[config.mk]
export PLATFORM = sky130hd
export DESIGN_NAME = mem_port_arbiter
export DESIGN_NICKNAME = d
export VERILOG_FILES = /design/src/rtl/mem_port_arbiter.sv
export SDC_FILE = /design/constraint.sdc
export NUM_CORES = 1
export LEC_CHECK = 0
export BUFFER_PORTS_ARGS = -buffer_cell sky130_fd_sc_hd__buf_2
export CAP_MARGIN = 20
export CORE_AREA = 4 4 117 119
export CTS_CLUSTER_DIAMETER = 60
export CTS_CLUSTER_SIZE = 16
export DETAILED_ROUTE_END_ITERATION = 8
export DIE_AREA = 0 0 121 123
export PLACE_DENSITY = 0.52
export SLEW_MARGIN = 20
export SYNTH_ARGS = -nofsm -noshare
export SYNTH_HDL_FRONTEND = slang
export SYNTH_SLANG_ARGS = --single-unit
[constraint.sdc]
create_clock -name i_clk_ahb -period 5.4 [get_ports i_clk_ahb]
set_input_delay 1.62 -clock i_clk_ahb [delete_from_list [all_inputs] [get_ports i_clk_ahb]]
set_output_delay 1.62 -clock i_clk_ahb [all_outputs]
set_load 0.005 [all_outputs]
[src/rtl/mem_port_arbiter.sv]
// mem_port_arbiter: two-requester round-robin arbiter for a single memory target port.
//
// Optional feature: define MEM_ARB_RD_TIMEOUT_EN to enable the read watchdog.
// With it, a read waiting TIMEOUT_CYCLES cycles without data is completed
// with an err + rd_valid pulse and zero data. Without it, o_reqN_err is
// tied to 0 and RD_WAIT waits indefinitely.
//
// Ports:
//   i_clk_ahb, i_rst_ahb             clock, synchronous active-high reset
//   i_reqN_* / o_reqN_* (N=0,1)      requester request, accept, read return, error
//   o_tgt_* / i_tgt_*                target request, accept and read return
module mem_port_arbiter #(
   parameter int unsigned DATA_WIDTH     = 32,
   parameter int unsigned ADDR_WIDTH     = 32,
   parameter int unsigned TIMEOUT_CYCLES = 16
) (
   input  logic                  i_clk_ahb,
   input  logic                  i_rst_ahb,

   input  logic                  i_req0_valid,
   input  logic                  i_req0_rd0_wr1,
   input  logic [ADDR_WIDTH-1:0] i_req0_addr,
   input  logic [DATA_WIDTH-1:0] i_req0_wr_data,
   output logic                  o_req0_ready,
   output logic                  o_req0_rd_valid,
   output logic [DATA_WIDTH-1:0] o_req0_rd_data,
   output logic                  o_req0_err,

   input  logic                  i_req1_valid,
   input  logic                  i_req1_rd0_wr1,
   input  logic [ADDR_WIDTH-1:0] i_req1_addr,
   input  logic [DATA_WIDTH-1:0] i_req1_wr_data,
   output logic                  o_req1_ready,
   output logic                  o_req1_rd_valid,
   output logic [DATA_WIDTH-1:0] o_req1_rd_data,
   output logic                  o_req1_err,

   output logic                  o_tgt_valid,
   output logic                  o_tgt_rd0_wr1,
   output logic [ADDR_WIDTH-1:0] o_tgt_addr,
   output logic [DATA_WIDTH-1:0] o_tgt_wr_data,
   input  logic                  i_tgt_ready,
   input  logic                  i_tgt_rd_valid,
   input  logic [DATA_WIDTH-1:0] i_tgt_rd_data
);

   typedef enum logic [1:0] {
      IDLE    = 2'd0,
      GRANT   = 2'd1,
      RD_WAIT = 2'd2
   } state_e;

   state_e state_q, state_d;
   logic   gnt_q, gnt_d;
   logic   rr_q, rr_d;
   logic   timeout_c;

   // Fields of the currently granted requester
   logic                  sel_wr;
   logic [ADDR_WIDTH-1:0] sel_addr;
   logic [DATA_WIDTH-1:0] sel_wr_data;

   assign sel_wr      = gnt_q ? i_req1_rd0_wr1 : i_req0_rd0_wr1;
   assign sel_addr    = gnt_q ? i_req1_addr    : i_req0_addr;
   assign sel_wr_data = gnt_q ? i_req1_wr_data : i_req0_wr_data;

`ifdef MEM_ARB_RD_TIMEOUT_EN
   localparam int unsigned WD_W = $clog2(TIMEOUT_CYCLES + 1);

   logic [WD_W-1:0] wd_q, wd_d;

   // Watchdog: zero outside RD_WAIT so it is clear on entry, counts RD_WAIT cycles
   always_comb begin
      wd_d = '0;
      if (state_q == RD_WAIT) begin
         wd_d = wd_q + WD_W'(1);
      end
   end

   assign timeout_c = (state_q == RD_WAIT) && !i_tgt_rd_valid &&
                      (wd_q == WD_W'(TIMEOUT_CYCLES));

   always_ff @(posedge i_clk_ahb) begin
      if (i_rst_ahb) begin
         wd_q <= '0;
      end else begin
         wd_q <= wd_d;
      end
   end
`else
   logic unused_timeout_cfg;

   assign timeout_c          = 1'b0;
   assign unused_timeout_cfg = ^32'(TIMEOUT_CYCLES);
`endif

   // Next-state, grant owner and round-robin pointer
   always_comb begin
      state_d = state_q;
      gnt_d   = gnt_q;
      rr_d    = rr_q;
      case (state_q)
         IDLE: begin
            if (i_req0_valid || i_req1_valid) begin
               gnt_d   = (i_req0_valid && i_req1_valid) ? rr_q : i_req1_valid;
               state_d = GRANT;
            end
         end
         GRANT: begin
            // Requests are held until accepted, so no re-arbitration here
            if (i_tgt_ready) begin
               rr_d    = ~gnt_q;
               state_d = sel_wr ? IDLE : RD_WAIT;
            end
         end
         RD_WAIT: begin
            if (i_tgt_rd_valid || timeout_c) begin
               state_d = IDLE;
            end
         end
         default: begin
            state_d = IDLE;
         end
      endcase
   end

   always_ff @(posedge i_clk_ahb) begin
      if (i_rst_ahb) begin
         state_q <= IDLE;
         gnt_q   <= 1'b0;
         rr_q    <= 1'b0;
      end else begin
         state_q <= state_d;
         gnt_q   <= gnt_d;
         rr_q    <= rr_d;
      end
   end

   // Outputs; all forced low while reset is asserted so a pending
   // transaction is dropped without any ready/rd_valid/err pulse
   always_comb begin
      o_tgt_valid     = 1'b0;
      o_tgt_rd0_wr1   = 1'b0;
      o_tgt_addr      = '0;
      o_tgt_wr_data   = '0;
      o_req0_ready    = 1'b0;
      o_req1_ready    = 1'b0;
      o_req0_rd_valid = 1'b0;
      o_req1_rd_valid = 1'b0;
      o_req0_rd_data  = '0;
      o_req1_rd_data  = '0;
      o_req0_err      = 1'b0;
      o_req1_err      = 1'b0;
      if (!i_rst_ahb) begin
         if (state_q == GRANT) begin
            o_tgt_valid   = 1'b1;
            o_tgt_rd0_wr1 = sel_wr;
            o_tgt_addr    = sel_addr;
            o_tgt_wr_data = sel_wr_data;
            o_req0_ready  = i_tgt_ready && !gnt_q;
            o_req1_ready  = i_tgt_ready &&  gnt_q;
         end
         // A timeout completes the read with zero data
         if ((state_q == RD_WAIT) && (i_tgt_rd_valid || timeout_c)) begin
            if (gnt_q) begin
               o_req1_rd_valid = 1'b1;
               o_req1_rd_data  = i_tgt_rd_valid ? i_tgt_rd_data : '0;
               o_req1_err      = timeout_c;
            end else begin
               o_req0_rd_valid = 1'b1;
               o_req0_rd_data  = i_tgt_rd_valid ? i_tgt_rd_data : '0;
               o_req0_err      = timeout_c;
            end
         end
      end
   end

endmodule

==> key figures <==
Run status
  – Status: finished clean

Power and ir drop
  – Reported leakage power: 2.05 nW
  – Worst IR Drop VDD: about 110 uV
  – Cell Pwr Density: roughly 100 nW/um^2
  – Total design power: approximately 0.00036 W

Drt
  – Iteration count of the initial detailed-routing pass: 4
  – Detailed router's first-iteration violation count: 66
  – Via-per-instance ratio: ~3.9
  – Post-detailed-route count of antenna-violating nets: 0
  – Number of vias after detailed routing: about 2900
  – Routed wirelength normalized by instance count: approximately 13 um
  – Detailed-route DRC error count: 0
  – Final wirelength: 9240 um

GRT
  – Largest net degree at the start of global routing: 67
  – Vias in the first global route: ~2700
  – Total global routing track utilization: a little over a tenth
  – Wire length of the first global-routing pass: 13100 um
  – Initial antenna violation count: 0
  – Remaining global-route overflow: 0

Synthesis
  – Part of the Yosys area used for sequential elements: 4.62%
  – Fraction of post-synthesis cell area in the top cell type by area: between 30 and 40%
  – Leading area contributor after synthesis: mux2i_1
  – Netlist area before placement: about 1700 sq um
  – Cell types occupying the most area after synthesis: mux2i_1, nor3_1, nor2_1, inv_1, dfxtp_1
  – Mapped Avg Cell Area: roughly 6.2 sq um
  – Post-synthesis cell type count: 24
  – Number of instances in the synthesized netlist: 280
  – Synthesis-stage register bit count: 4
  – Warnings, synthesis: 0

Cells and area
  – Layout Utilization: a little over a quarter
  – Layout net count: between 700 and 800
  – Most common cell after layout, fill and taps aside: buf_2
  – Multi-input gate area: around 1400 sq um
  – FF/Latch Area: between 80 and 90 sq um
  – Number of fillers in the final layout: between 1000 and 1500
  – Fraction of final layout cells with drive strength greater than 1: 56.0%
  – Area growth from synthesis to layout: 96.7%
  – Commonest cells after routing, fill and taps aside: buf_2, nor2_1, nor3_1
  – Antenna Cells: 0

Clock network
  – Longest Clk Path Bufs: 2
  – Buffers inserted during post-CTS setup optimization: 0
  – Source-to-sink clock delay at the later pin of the worst-skew pair: 0.23 ns
  – Root buffer cell: clkbuf_16
  – TritonCTS clock tree: built
  – Clk pin slew, worst setup/hold paths: 0.03 ns
  – Hold Buf Count CTS: 0
  – H-tree depth: 1
  – Clock net sink count: 4
  – Resize count post-CTS: 0
  – Total clock buffers created by CTS: 3

Setup path
  – Type of the setup path with the least slack: input pin to primary output
  – CP endpoint kind: primary output
  – Worst-case reg-to-reg path depth: 3
  – Arrival time of data at the critical path endpoint: about 3.2 ns
  – Maximum net fanout on the critical path: 30
  – Endpoint required time on the critical path: roughly 3.8 ns
  – Critical Path Source Type: input pin

Timing
  – Setup violations, final: 0
  – Max_slew headroom: around half
  – Final number of max-transition violations: 0
  – Slew at the pin closest to its max-slew limit: between 0.7 and 0.8 ns
  – Final worst path period need: 4.78 ns
  – Max Freq: 0.209 GHz
  – Worst hold slack across all endpoints: 0.501 ns
  – Post-route setup TNS: 0 ns
  – Setup skew after layout: a little under 0.002 ns
  – Final clock period utilization by the worst path: 88.5%
  – Hold violation count in the final report: 0
  – Setup repair after global routing missed its margin: no

Placed design
  – RD Place Congestion: about 0.77
  – Total half-perimeter wirelength after legalization and detailed placement: approximately 7700 um
  – Number of port buffers: about 300

Floorplanning
  – Floorplan row count: between 40 and 50
  – Die extent in y: between 100 and 150 um
  – Die width: about 120 um
  – Floorplan core area: 12600 sq um
  – Total Die Area: ~15000 sq um
  – Initial core utilization: between 10% and 20%
  – Total I/O pin count: around 300

Worst hold path
  – Class of the worst hold path: flop to flop
  – Min-Delay Path Depth: 2

Run
  – Max_cap viols: 0
## cells by family (layout without fill, tap and decap cells)
family | after synthesis | after routing | share of synthesized area (%)
buf+inv | 64 | 345 | 17.8
flops | 4 | 4 | 4.62
mux | 65 | 65 | 37.5
compound gates | 4 | 4 | 2.09
other cells | 1 | 2 | 0.216
simple gates | 142 | 142 | 37.7
## cell usage after synthesis (all sizes together)
cell     count
or3b         1
or4b         1
nand3b       1
a32o         1
conb         1
a31o         1
clkbuf       8
a2111oi      1
nor2b        2
mux2i       65
dfxtp        4
nor3b        1
nand4bb      1
nor4b        1
clkinv       1
nor3        66
and3         1
o32ai        1
buf         22
nor2        67
inv         33
## metrics by stage
stage                     cell area, sq um  std cells  setup WS [ns]
after floorplan                       1740        281           1.37
after global placement                3330        730          0.634
after detailed placement              3330        730          0.632
after CTS                             3410        734          0.618
after global routing                  3410        734          0.402
final                                 3410        734          0.622
## sequential cells by signal, summed over array words and instances, names as in the netlist
register and flops:
gnt_q 1, state_q 2, rr_q 1
## final timing paths
path                        end       from  slack [ns]
max          o_req0_rd_data[28]  i_rst_ahb        0.62
max reg2reg          state_q[1]      gnt_q        3.53
min reg2reg               gnt_q       rr_q        0.50
min                       gnt_q       rr_q        0.50
## per-layer routing
metal	vias to the layer above	part of all wire, %	global-route usage, %
li1	1498	-	-
met1	1231	38	12.3
met2	156	52	20.7
met3	4	9.7	2.33
met4	0	0.45	1.42
met5	-	0	0
## final cells by class
class,count,area share [%]
repair buffers,307,45.5
well taps,172,6.31
multi-input cells,213,39.7
clock buffers,4,2.31
inverters,34,3.74
flip-flops and latches,4,2.46
## power breakdown
group	switching [W]	internal [W]	total, W
sequential	0.00000612	0.0000320	0.0000382
combinational	0.0000962	0.000103	0.000199
clock	0.0000225	0.0000976	0.000120
total	0.000125	0.000233	0.000358
## worst max-delay path, stage by stage
cell	delay, ns
buf_2	0.14
nand4bb_2	0.65
buf_4	0.45
nor3_1	0.15
buf_2	0.14
No activity file was read; power rests on OpenSTA's default activity.
